## src/rtl/alu_seq_ctrl_pkg.sv

```systemverilog
// Shared definitions for the ALU control sequencer: opcodes, ALU codes, IR fields, state enum.
// ALU_SEQ_MULDIV_EN makes mul/div decode as legal; otherwise they classify as undefined.
package cpu_pkg;

    localparam int MULDIV_STATES = 1;

    localparam logic [4:0] OPC_ADD  = 5'b00011;
    localparam logic [4:0] OPC_SUB  = 5'b00100;
    localparam logic [4:0] OPC_SHR  = 5'b00101;
    localparam logic [4:0] OPC_SHL  = 5'b00110;
    localparam logic [4:0] OPC_ROR  = 5'b00111;
    localparam logic [4:0] OPC_ROL  = 5'b01000;
    localparam logic [4:0] OPC_AND  = 5'b01001;
    localparam logic [4:0] OPC_OR   = 5'b01010;
    localparam logic [4:0] OPC_MUL  = 5'b01110;
    localparam logic [4:0] OPC_DIV  = 5'b01111;
    localparam logic [4:0] OPC_NEG  = 5'b10000;
    localparam logic [4:0] OPC_NOT  = 5'b10001;
    localparam logic [4:0] OPC_NOP  = 5'b11010;
    localparam logic [4:0] OPC_HALT = 5'b11011;

    localparam logic [3:0] ALU_AND = 4'b0000;
    localparam logic [3:0] ALU_OR  = 4'b0001;
    localparam logic [3:0] ALU_ADD = 4'b0010;
    localparam logic [3:0] ALU_SUB = 4'b0011;
    localparam logic [3:0] ALU_SHR = 4'b0100;
    localparam logic [3:0] ALU_SHL = 4'b0101;
    localparam logic [3:0] ALU_ROR = 4'b0110;
    localparam logic [3:0] ALU_ROL = 4'b0111;
    localparam logic [3:0] ALU_MUL = 4'b1000;
    localparam logic [3:0] ALU_DIV = 4'b1001;
    localparam logic [3:0] ALU_NEG = 4'b1010;
    localparam logic [3:0] ALU_NOT = 4'b1011;

    localparam int IR_OPC_MSB = 31;
    localparam int IR_OPC_LSB = 27;
    localparam int IR_RA_MSB  = 26;
    localparam int IR_RA_LSB  = 23;
    localparam int IR_RB_MSB  = 22;
    localparam int IR_RB_LSB  = 19;
    localparam int IR_RC_MSB  = 18;
    localparam int IR_RC_LSB  = 15;

    typedef enum logic [3:0] {
        ST_IDLE, ST_F0, ST_F1, ST_F2, ST_T3, ST_T4, ST_T5, ST_T6, ST_HALTED
    } state_e;

    typedef enum logic [2:0] {
        CLS_BINARY, CLS_UNARY, CLS_MULDIV, CLS_NOP, CLS_HALT, CLS_UNDEF
    } op_class_e;

    function automatic op_class_e op_class(input logic [4:0] opc);
        op_class_e cls;
        cls = CLS_UNDEF;
        case (opc)
            OPC_ADD, OPC_SUB, OPC_SHR, OPC_SHL,
            OPC_ROR, OPC_ROL, OPC_AND, OPC_OR:  cls = CLS_BINARY;
            OPC_NEG, OPC_NOT:                   cls = CLS_UNARY;
`ifdef ALU_SEQ_MULDIV_EN
            OPC_MUL, OPC_DIV:                   cls = CLS_MULDIV;
`endif
            OPC_NOP:                            cls = CLS_NOP;
            OPC_HALT:                           cls = CLS_HALT;
            default:                            cls = CLS_UNDEF;
        endcase
        return cls;
    endfunction

    function automatic logic [3:0] alu_code(input logic [4:0] opc);
        logic [3:0] code;
        code = ALU_AND;
        case (opc)
            OPC_OR:  code = ALU_OR;
            OPC_ADD: code = ALU_ADD;
            OPC_SUB: code = ALU_SUB;
            OPC_SHR: code = ALU_SHR;
            OPC_SHL: code = ALU_SHL;
            OPC_ROR: code = ALU_ROR;
            OPC_ROL: code = ALU_ROL;
            OPC_MUL: code = ALU_MUL;
            OPC_DIV: code = ALU_DIV;
            OPC_NEG: code = ALU_NEG;
            OPC_NOT: code = ALU_NOT;
            default: code = ALU_AND;
        endcase
        return code;
    endfunction

endpackage

```

## src/rtl/alu_seq_ctrl_if.sv

```systemverilog
// Control bundle between the sequencer (master) and the datapath side (slave).
interface alu_seq_ctrl_if;
    logic        start;
    logic        mem_rdy;
    logic [31:0] ir;
    logic [15:0] gpr_in;
    logic [15:0] gpr_out;
    logic        pc_out, pc_in, inc_pc, mar_in, mdr_in, mdr_out, read, ir_in;
    logic        y_in, z_in, z_low_out, z_high_out, hi_in, lo_in, hi_out, lo_out;
    logic [3:0]  alu_op;
    logic        busy, halted, illegal;

    modport master (
        input  start, mem_rdy, ir,
        output gpr_in, gpr_out, pc_out, pc_in, inc_pc, mar_in, mdr_in, mdr_out, read, ir_in,
               y_in, z_in, z_low_out, z_high_out, hi_in, lo_in, hi_out, lo_out,
               alu_op, busy, halted, illegal
    );

    modport slave (
        output start, mem_rdy, ir,
        input  gpr_in, gpr_out, pc_out, pc_in, inc_pc, mar_in, mdr_in, mdr_out, read, ir_in,
               y_in, z_in, z_low_out, z_high_out, hi_in, lo_in, hi_out, lo_out,
               alu_op, busy, halted, illegal
    );
endinterface

```

## src/rtl/alu_seq_ctrl_reg_sel_decode.sv

```systemverilog
// 4-bit register field to 16-bit one-hot enable; all zero when not enabled.
module reg_sel_decode (
    input  logic [3:0]  sel_i,
    input  logic        en_i,
    output logic [15:0] onehot_o
);
    assign onehot_o = en_i ? (16'd1 << sel_i) : 16'd0;
endmodule

```

## src/rtl/alu_seq_ctrl.sv

```systemverilog
// Fetch/execute control sequencer, Moore outputs decoded from state and IR, one state per clock.
// ALU_SEQ_MULDIV_EN enables the two-state mul/div writeback (LO then HI); undefined -> illegal.
module alu_seq_ctrl
    import cpu_pkg::*;
(
    input  logic         clk,
    input  logic         reset,
    alu_seq_ctrl_if.master bus
);
    state_e    state_q, state_d;
    logic      illegal_q, illegal_d;
    logic      gin_en, gout_en, gout_rc;
    logic [3:0] ra, rb, rc;
    logic [4:0] opc;
    op_class_e cls;
    logic      ir_unused;

    assign opc       = bus.ir[IR_OPC_MSB:IR_OPC_LSB];
    assign ra        = bus.ir[IR_RA_MSB:IR_RA_LSB];
    assign rb        = bus.ir[IR_RB_MSB:IR_RB_LSB];
    assign rc        = bus.ir[IR_RC_MSB:IR_RC_LSB];
    assign cls       = op_class(opc);
    assign ir_unused = ^bus.ir[IR_RC_LSB-1:0];

    always_ff @(posedge clk or posedge reset) begin
        if (reset) begin
            state_q   <= ST_IDLE;
            illegal_q <= 1'b0;
        end else begin
            state_q   <= state_d;
            illegal_q <= illegal_d;
        end
    end

    always_comb begin
        state_d        = state_q;
        illegal_d      = illegal_q;
        gin_en         = 1'b0;
        gout_en        = 1'b0;
        gout_rc        = 1'b0;
        bus.pc_out     = 1'b0;
        bus.pc_in      = 1'b0;
        bus.inc_pc     = 1'b0;
        bus.mar_in     = 1'b0;
        bus.mdr_in     = 1'b0;
        bus.mdr_out    = 1'b0;
        bus.read       = 1'b0;
        bus.ir_in      = 1'b0;
        bus.y_in       = 1'b0;
        bus.z_in       = 1'b0;
        bus.z_low_out  = 1'b0;
        bus.z_high_out = 1'b0;
        bus.hi_in      = 1'b0;
        bus.lo_in      = 1'b0;
        bus.hi_out     = 1'b0;
        bus.lo_out     = 1'b0;
        bus.alu_op     = ALU_AND;
        case (state_q)
            ST_IDLE: if (bus.start) state_d = ST_F0;
            ST_F0: begin
                bus.pc_out = 1'b1;
                bus.mar_in = 1'b1;
                bus.inc_pc = 1'b1;
                state_d    = ST_F1;
            end
            ST_F1: begin
                bus.read   = 1'b1;
                bus.mdr_in = 1'b1;
                if (bus.mem_rdy) state_d = ST_F2;
            end
            ST_F2: begin
                bus.mdr_out = 1'b1;
                bus.ir_in   = 1'b1;
                state_d     = ST_T3;
            end
            ST_T3: begin
                case (cls)
                    CLS_BINARY, CLS_MULDIV: begin
                        gout_en  = 1'b1;
                        bus.y_in = 1'b1;
                        state_d  = ST_T4;
                    end
                    CLS_UNARY: begin
                        gout_en    = 1'b1;
                        bus.z_in   = 1'b1;
                        bus.alu_op = alu_code(opc);
                        state_d    = ST_T4;
                    end
                    CLS_NOP:  state_d = ST_F0;
                    CLS_HALT: state_d = ST_HALTED;
                    default: begin
                        illegal_d = 1'b1;
                        state_d   = ST_HALTED;
                    end
                endcase
            end
            ST_T4: begin
                if (cls == CLS_UNARY) begin
                    bus.z_low_out = 1'b1;
                    gin_en        = 1'b1;
                    state_d       = ST_F0;
                end else begin
                    gout_en    = 1'b1;
                    gout_rc    = 1'b1;
                    bus.z_in   = 1'b1;
                    bus.alu_op = alu_code(opc);
                    state_d    = ST_T5;
                end
            end
            ST_T5: begin
                bus.z_low_out = 1'b1;
`ifdef ALU_SEQ_MULDIV_EN
                if (cls == CLS_MULDIV) begin
                    bus.lo_in = 1'b1;
                    state_d   = ST_T6;
                end else begin
                    gin_en  = 1'b1;
                    state_d = ST_F0;
                end
`else
                gin_en  = 1'b1;
                state_d = ST_F0;
`endif
            end
`ifdef ALU_SEQ_MULDIV_EN
            ST_T6: begin
                bus.z_high_out = 1'b1;
                bus.hi_in      = 1'b1;
                state_d        = ST_F0;
            end
`endif
            ST_HALTED: state_d = ST_HALTED;
            default:   state_d = ST_IDLE;
        endcase
    end

    assign bus.busy    = (state_q != ST_IDLE) && (state_q != ST_HALTED);
    assign bus.halted  = (state_q == ST_HALTED);
    assign bus.illegal = illegal_q;

    reg_sel_decode u_gpr_in_dec (
        .sel_i    (ra),
        .en_i     (gin_en),
        .onehot_o (bus.gpr_in)
    );

    reg_sel_decode u_gpr_out_dec (
        .sel_i    (gout_rc ? rc : rb),
        .en_i     (gout_en),
        .onehot_o (bus.gpr_out)
    );
endmodule

```

## src/flat_wrapper.sv

```systemverilog
// flat-port wrapper written by rule: the top's interface ports become plain ports
module alu_seq_ctrl_flat import cpu_pkg::*;
  (clk, reset, bus_start, bus_mem_rdy, bus_ir, bus_gpr_in, bus_gpr_out, bus_pc_out, bus_pc_in, bus_inc_pc, bus_mar_in, bus_mdr_in, bus_mdr_out, bus_read, bus_ir_in, bus_y_in, bus_z_in, bus_z_low_out, bus_z_high_out, bus_hi_in, bus_lo_in, bus_hi_out, bus_lo_out, bus_alu_op, bus_busy, bus_halted, bus_illegal);
  alu_seq_ctrl_if bus_i ();
  input  logic clk;
  input  logic reset;
  input wire logic [$bits(bus_i.start)-1:0] bus_start;
  input wire logic [$bits(bus_i.mem_rdy)-1:0] bus_mem_rdy;
  input wire logic [$bits(bus_i.ir)-1:0] bus_ir;
  output wire logic [$bits(bus_i.gpr_in)-1:0] bus_gpr_in;
  output wire logic [$bits(bus_i.gpr_out)-1:0] bus_gpr_out;
  output wire logic [$bits(bus_i.pc_out)-1:0] bus_pc_out;
  output wire logic [$bits(bus_i.pc_in)-1:0] bus_pc_in;
  output wire logic [$bits(bus_i.inc_pc)-1:0] bus_inc_pc;
  output wire logic [$bits(bus_i.mar_in)-1:0] bus_mar_in;
  output wire logic [$bits(bus_i.mdr_in)-1:0] bus_mdr_in;
  output wire logic [$bits(bus_i.mdr_out)-1:0] bus_mdr_out;
  output wire logic [$bits(bus_i.read)-1:0] bus_read;
  output wire logic [$bits(bus_i.ir_in)-1:0] bus_ir_in;
  output wire logic [$bits(bus_i.y_in)-1:0] bus_y_in;
  output wire logic [$bits(bus_i.z_in)-1:0] bus_z_in;
  output wire logic [$bits(bus_i.z_low_out)-1:0] bus_z_low_out;
  output wire logic [$bits(bus_i.z_high_out)-1:0] bus_z_high_out;
  output wire logic [$bits(bus_i.hi_in)-1:0] bus_hi_in;
  output wire logic [$bits(bus_i.lo_in)-1:0] bus_lo_in;
  output wire logic [$bits(bus_i.hi_out)-1:0] bus_hi_out;
  output wire logic [$bits(bus_i.lo_out)-1:0] bus_lo_out;
  output wire logic [$bits(bus_i.alu_op)-1:0] bus_alu_op;
  output wire logic [$bits(bus_i.busy)-1:0] bus_busy;
  output wire logic [$bits(bus_i.halted)-1:0] bus_halted;
  output wire logic [$bits(bus_i.illegal)-1:0] bus_illegal;
  assign bus_i.start = bus_start;
  assign bus_i.mem_rdy = bus_mem_rdy;
  assign bus_i.ir = bus_ir;
  assign bus_gpr_in = bus_i.gpr_in;
  assign bus_gpr_out = bus_i.gpr_out;
  assign bus_pc_out = bus_i.pc_out;
  assign bus_pc_in = bus_i.pc_in;
  assign bus_inc_pc = bus_i.inc_pc;
  assign bus_mar_in = bus_i.mar_in;
  assign bus_mdr_in = bus_i.mdr_in;
  assign bus_mdr_out = bus_i.mdr_out;
  assign bus_read = bus_i.read;
  assign bus_ir_in = bus_i.ir_in;
  assign bus_y_in = bus_i.y_in;
  assign bus_z_in = bus_i.z_in;
  assign bus_z_low_out = bus_i.z_low_out;
  assign bus_z_high_out = bus_i.z_high_out;
  assign bus_hi_in = bus_i.hi_in;
  assign bus_lo_in = bus_i.lo_in;
  assign bus_hi_out = bus_i.hi_out;
  assign bus_lo_out = bus_i.lo_out;
  assign bus_alu_op = bus_i.alu_op;
  assign bus_busy = bus_i.busy;
  assign bus_halted = bus_i.halted;
  assign bus_illegal = bus_i.illegal;
  alu_seq_ctrl u_core (.clk(clk), .reset(reset), .bus(bus_i));
endmodule
```

## config.mk

```make
export PLATFORM = sky130hd
export DESIGN_NAME = alu_seq_ctrl_flat
export DESIGN_NICKNAME = d
export VERILOG_FILES = /design/src/rtl/alu_seq_ctrl_pkg.sv /design/src/rtl/alu_seq_ctrl_if.sv /design/src/rtl/alu_seq_ctrl_reg_sel_decode.sv /design/src/rtl/alu_seq_ctrl.sv /design/src/flat_wrapper.sv
export SDC_FILE = /design/constraint.sdc
export NUM_CORES = 1
export LEC_CHECK = 0
export ABC_AREA = 1
export CORE_MARGIN = 3
export CORE_UTILIZATION = 31
export DETAILED_ROUTE_END_ITERATION = 6
export PLACE_DENSITY = 0.81
export SYNTH_ARGS = -nofsm -noshare
export SYNTH_HDL_FRONTEND = slang
export SYNTH_SLANG_ARGS = --single-unit
export TNS_END_PERCENT = 20
```

## constraint.sdc

```tcl
create_clock -name clk -period 1.9 [get_ports clk]
set_input_delay 0.19 -clock clk [delete_from_list [all_inputs] [get_ports clk]]
set_output_delay 0.19 -clock clk [all_outputs]
set_load 0.01 [all_outputs]
```

==> metrics.cfg, run 1 <==
[outcome]
status=finished, violations left
violations=setup timing

[cells_and_area]
fin_nets=319
area_growth_pct=96.26
fillers=302
antennaDiodeCount=0
drive_gt1_frac=0.4440
fin_cells=321

[power]
p_per_area_nw_per_um2=704.8
p_seq_frac=0.136
total_power_uw=1388
ir_worst_vdd_uv=350.4
p_switching_uw=623.3
power_frac_comb=0.778
swShare=0.4490
clkPwrFrac=0.086
internal_power_uw=764.7
leakage_uw=0.001114

[worst_setup_path]
cp_slowest_cell=dfrtp_1
path_cells=inv_2 -> nand2_2 -> nor2_4 -> buf_12 -> nand2_8 -> o21ai_4 -> inv_2 -> nor3_1 -> clkdlybuf4s15_2
required_ns=1.71
endpoint_kind=output port
critPathBufInv=4
crit_top_cell=inv_2
arrival_ns=1.73
crit_type=reg -> out
critPathMaxStageDelay_ns=0.38
crit_family=buffers and inverters
crit_fanout=7
critPathLaunchType=flop

[worst_hold_path]
hold_path_class=in -> async

[route]
vias=1423
viasPerCell=4.433
drt-wirelength-per-cell_um=10.46
routed_wl_mm=3.359
ant_nets=0
drc_errors=0
dr.first_iter.drc_count=33
dr.pass1.iters=4

[synthesis]
synth-warning-count=0
syn_avg_cell_area_um2=5.669
yosys.area.top_type_share=0.1608
synth_edf_count=0
ys_ff_latch=5
yosysTopAreaCell=nor2_1
netlist_area_um2=1003
async_reset_ff_frac=1.000
synthCells=177
synth_cell_types=28
synth_flop_cell=dfrtp_1
synth_commonest_cells=43 x nor2_1, 29 x nand2_1, 27 x inv_1, 26 x nand3_1, 10 x buf_4
synth.most_common_cell=nor2_1
synth_area_leaders=nor2_1 16%, nand3_1 13%, dfrtp_1 12%
yosysSeqAreaShare=0.1247

[clock_network]
insertion_delay_ns=0.24
cts_sinks=5
clk_pin_slew_ns=0.04
cts_made_buffers=3
htree_levels=1
cts-root-buf=clkbuf_4
clk_path_buf_depth=2
cts_tree=done

[sta]
max_freq_ghz=0.5222
slew_violations=0
period_minus_slack_ns=1.915
rsz0062_at_grt=yes
setup_ws_ns=-0.01502
min_period_over_period=1.008
totalNegativeSetupSlack_ns=-0.01807
finalSetupViolations=2
clock_skew_ns=0.001591
hold_viol_final=0

[placement]
port_buffers=69
pre_cts_slack_ns=-0.5792
hpwl_mm=2.696
gp_congestion=0.8380
place_inst=310

[floorplan]
die_w_um=62.90
die_h_um=62.90
start_util=0.3260
num_rows=20
coreArea_um2=3078
dieArea_um2=3956
ios=91

[grt]
antenna_found_initial=0
grt_use_total=0.1585
grt_max_degree=9
grt_pass1_wl_mm=5.319
overflow=0
grt_pass1_vias=1300

[job]
cap_viol_max_count=0

[logic make-up after synthesis]
group,count (synthesis),synth area share
compound gates,13,0.08603
fa+ha+maj,5,0.06234
buf+inv,41,0.2057
flops,5,0.1247
other cells,1,0.003737
simple gates,112,0.5174
[final cells by class]
class	count	area (um2)	share of cell area
timing repair buffer	103	802.0	0.4072
inverter	29	113.9	0.05781
multi-input combinational	136	847.1	0.4301
sequential	5	125.1	0.06353
tap	44	55.05	0.02795
clock buffer	4	26.28	0.01334
[power groups by stage]
stage	registers [uW]	clock network [uW]	logic, uW
CTS	180	124	959
global placement	178	0	923
global route	195	129	1190
finish	189	120	1080
floorplan	184	0	483
detailed placement	177	0	941
[layout by cell type (no fill, tap or decap), drive strengths merged]
| cell type | Yosys | routed |
|---|---|---|
| or2 | 2 | 2 |
| nand4 | 1 | 1 |
| dlymetal6s2s | 0 | 6 |
| inv | 29 | 29 |
| nand3 | 27 | 27 |
| a21oi | 2 | 2 |
| o31ai | 1 | 1 |
| conb | 1 | 6 |
| clkdlybuf4s50 | 0 | 19 |
| buf | 12 | 59 |
| nand2 | 34 | 34 |
| dfrtp | 5 | 5 |
| o211ai | 1 | 1 |
| nor2 | 45 | 45 |
| dlygate4sd2 | 0 | 7 |
| o22ai | 2 | 2 |
| a31oi | 1 | 1 |
| a21o | 1 | 1 |
| o21ai | 3 | 3 |
| clkdlybuf4s15 | 0 | 3 |
| clkbuf | 0 | 13 |
| o21bai | 2 | 2 |
| nor3 | 3 | 3 |
| ha | 5 | 5 |
[sequential cells by signal, indices dropped and copies added, names as in the netlist]
signal / flops
u_core.state_q: 4
u_core.bus.illegal: 1
[metrics by stage]
| stage | area (um2) | hold WS [ns] | utilization |
|---|---|---|---|
| after CTS | 1863 | 0.1498 | 0.6053 |
| final | 1969 | 0.1476 | 0.6398 |
| after global routing | 1969 | 0.1850 | 0.6398 |
| after floorplan | 1022 | -0.03148 | - |
| after global placement | 1873 | 0.3970 | 0.6085 |
| after detailed placement | 1873 | 0.4023 | 0.6085 |
[path summary, 6_finish.rpt]
check | slack (ns) | depth (start not counted) | startpoint | end
min reg2reg | 0.47 | 1 | u_core.bus.illegal$_DFFE_PP0P_ | u_core.bus.illegal$_DFFE_PP0P_
max | -0.02 | 9 | u_core.state_q[3]$_DFFE_PP0P_ | bus_alu_op[0]
max in group asynchronous | 1.59 | 2 | reset | u_core.state_q[1]$_DFFE_PP0P_
max reg2reg | 0.55 | 9 | u_core.state_q[1]$_DFFE_PP0P_ | u_core.state_q[2]$_DFFE_PP0P_
min in group clk | 0.47 | 1 | u_core.bus.illegal$_DFFE_PP0P_ | u_core.bus.illegal$_DFFE_PP0P_
min | 0.15 | 2 | reset | u_core.bus.illegal$_DFFE_PP0P_
[what timing repair did]
action	CTS	global route
hold buffers	0	0
pin swaps	12	15
setup buffers	4	3
endpoints found under the setup margin	46	43
resized for setup	145	56
[routing by layer]
layer  track usage  vias up  share of wire
met3       0.02338        4          0.063
met4       0.03857        0         0.0071
met2        0.3070       52           0.50
met5             0        -              0
li1              -      742              -
met1        0.1773      625           0.43
Power figures use the tool's default switching activity.
==> inputs of run 2 (changes only) <==
CAP_MARGIN = 40   (was not set)
==> results of run 2 <==
Final layout, timing and power as in run 1 (identical DEF).
==> inputs of run 3 (changes only) <==
GPL_ROUTABILITY_DRIVEN = 0   (was not set)
==> run 3 against run 2 <==
The flow still finishes with violations (setup timing). Worst setup slack got worse by 0.00056 ns. Critical path depth did not move. Clock skew rose by 0.0041 ns. Flip-flop and latch count did not move. Count of clock-buffer cells in the layout fell by 1. Worst hold slack improved by 0.0021 ns. Power rose by 0.84%. Register-to-register slack got worse by 0.08 ns. Clock power barely moved. Highest routed layer unchanged.
==> metrics.cfg, run 3 (synthesis results as in run 1) <==
[outcome]
status=finished, violations left  ; unchanged
violations=setup timing  ; unchanged

[worst_setup_path]
required_ns=1.71  ; about the same
critPathMaxStageDelay_ns=0.42  ; was 0.38 ns
path_cells=nand2_2 -> nor2_4 -> inv_2 -> nor2_4 -> nor2_2 -> inv_1 -> nand2_4 -> nor2_1 -> clkdlybuf4s15_1  ; was inv_2 -> nand2_2 -> nor2_4 -> buf_12 -> nand2_8 -> o21ai_4 -> inv_2 -> nor3_1 -> clkdlybuf4s15_2
endpoint_kind=output port  ; unchanged
crit_top_cell=nor2_4  ; was inv_2
arrival_ns=1.73  ; about the same
critPathLaunchType=flop  ; unchanged
cp_slowest_cell=dfrtp_1  ; unchanged
crit_type=reg -> out  ; unchanged
crit_fanout=8  ; was 7

[sta]
setup_ws_ns=-0.01558  ; was -0.01502 ns
hold_viol_final=0  ; unchanged
slew_violations=0  ; unchanged
min_period_over_period=1.008  ; about the same
period_minus_slack_ns=1.916  ; was 1.915 ns
finalSetupViolations=11  ; was 2
max_freq_ghz=0.5220  ; was 0.5222 GHz
totalNegativeSetupSlack_ns=-0.07929  ; was -0.01807 ns
rsz0062_at_grt=yes  ; unchanged
clock_skew_ns=0.005731  ; was 0.001591 ns

[power]
ir_worst_vdd_uv=334.6  ; was 350.4 uV
leakage_uw=0.001126  ; was 0.001114 uW
p_per_area_nw_per_um2=697.4  ; was 704.8 nW/um2
total_power_uw=1400  ; was 1388 uW

[grt]
overflow=0  ; unchanged
grt_pass1_wl_mm=5.651  ; was 5.319 mm
grt_max_degree=9  ; unchanged
antenna_found_initial=0  ; unchanged
grt_pass1_vias=1366  ; was 1300
grt_use_total=0.1672  ; was 0.1585

[route]
drt-wirelength-per-cell_um=10.63  ; was 10.46 um
dr.pass1.iters=4  ; unchanged
routed_wl_mm=3.400  ; was 3.359 mm
vias=1439  ; was 1423
drc_errors=0  ; unchanged
viasPerCell=4.497  ; was 4.433
dr.first_iter.drc_count=45  ; was 33
ant_nets=0  ; unchanged

[floorplan]
start_util=0.3260  ; unchanged
coreArea_um2=3078  ; unchanged
ios=91  ; unchanged
die_h_um=62.90  ; unchanged
num_rows=20  ; unchanged
dieArea_um2=3956  ; unchanged
die_w_um=62.90  ; unchanged

[clock_network]
insertion_delay_ns=0.24  ; about the same
cts_made_buffers=3  ; unchanged
cts-root-buf=clkbuf_4  ; unchanged
clk_path_buf_depth=2  ; unchanged
postCtsHoldBufs=0  ; unchanged
htree_levels=1  ; unchanged
clk_pin_slew_ns=0.05  ; was 0.04 ns
cts_tree=done  ; unchanged
cts_sinks=5  ; unchanged

[cells_and_area]
area_growth_pct=100.0  ; was 96.26%
final_cell_mix=31 x nor2_1, 31 x buf_4, 25 x buf_2  ; was 33 x nor2_1, 32 x buf_4, 25 x buf_2
fin_nets=318  ; was 319
antennaDiodeCount=0  ; unchanged
top_register=u_core.state_q  ; unchanged
drive_gt1_frac=0.4457  ; was 0.4440
largest_reg_flops=4  ; unchanged
fillers=297  ; was 302

[placement]
port_buffers=69  ; unchanged
hpwl_mm=2.689  ; was 2.696 mm

[job]
cap_viol_max_count=0  ; unchanged

[worst_hold_path]
hold_path_class=in -> async  ; unchanged

## run 3: cell types whose count changed in the layout (fill, tap and decap cells not counted), moves of 2 or more
cell / before / now
clkdlybuf4s15_1: 0 / 2
dlygate4sd2_1: 7 / 10
buf_6: 1 / 3
inv_4: 2 / 0
nor2_2: 9 / 7
inv_2: 9 / 12
nor2_4: 2 / 6
nor2_1: 33 / 31
clkbuf_2: 9 / 3
clkdlybuf4s50_1: 19 / 17
nor3_2: 0 / 2
clkdlybuf4s15_2: 3 / 5
## run 3: cell type report
| type | count | area (um2) | share of cell area |
|---|---|---|---|
| well taps | 44 | 55.05 | 0.02743 |
| flip-flops and latches | 5 | 125.1 | 0.06234 |
| clock buffers | 3 | 22.52 | 0.01122 |
| clock inverters | 1 | 5.005 | 0.002494 |
| multi-input cells | 136 | 874.6 | 0.4358 |
| inverters | 29 | 108.9 | 0.05424 |
| repair buffers | 102 | 815.8 | 0.4065 |
## run 3: stage by stage
| step | setup WS [ns] | cells | cell area [um2] | hold slack [ns] | util |
|---|---|---|---|---|---|
| floorplan | 0.3318 | 182 | 1022 | -0.03148 | - |
| global placement | -0.5070 | 309 | 1866 | 0.3963 | 0.6061 |
| detailed placement | -0.5500 | 309 | 1866 | 0.4133 | 0.6061 |
| CTS | -0.06697 | 314 | 1856 | 0.1522 | 0.6028 |
| global route | -0.1384 | 320 | 2007 | 0.1587 | 0.6520 |
| finish | -0.01558 | 320 | 2007 | 0.1496 | 0.6520 |
## run 3: worst paths after layout
check / slack (ns) / to / cells after the start / from
hold reg to reg: 0.49 / u_core.bus.illegal$_DFFE_PP0P_ / 1 / u_core.bus.illegal$_DFFE_PP0P_
setup reg to reg: 0.47 / u_core.state_q[2]$_DFFE_PP0P_ / 8 / u_core.state_q[0]$_DFFE_PP0P_
setup / recovery: -0.02 / bus_gpr_in[14] / 9 / u_core.state_q[0]$_DFFE_PP0P_
hold / removal: 0.15 / u_core.state_q[3]$_DFFE_PP0P_ / 2 / reset
max in group asynchronous: 1.57 / u_core.state_q[1]$_DFFE_PP0P_ / 2 / reset
min in group clk: 0.49 / u_core.bus.illegal$_DFFE_PP0P_ / 1 / u_core.bus.illegal$_DFFE_PP0P_
## run 3: what timing repair did
action | 4_1_cts | 5_1_grt
buffers inserted | 1 | 6
endpoints found under the setup margin | 46 | 42
pin swaps | 8 | 18
resized for setup | 153 | 54
## run 3: power breakdown
group / switching, uW / total, uW / internal [uW]
Clock: 44.4 / 121 / 76.2
Sequential: 36.1 / 187 / 151
Combinational: 565 / 1090 / 527
Total: 646 / 1400 / 754
## run 3: metal layers
layer	share of wire	track usage	vias up
li1	-	-	742
met2	0.51	0.3175	52
met5	0	0	-
met1	0.41	0.1885	641
met4	0.013	0.04959	0
met3	0.064	0.02518	4
## run 3: worst max-delay path: cells and delay by family (launching register included)
| family | cells | cell delay [ns] |
|---|---|---|
| buffers and inverters | 3 | 0.42 |
| AND/OR/NAND/NOR | 6 | 0.65 |
| flip-flops | 1 | 0.42 |
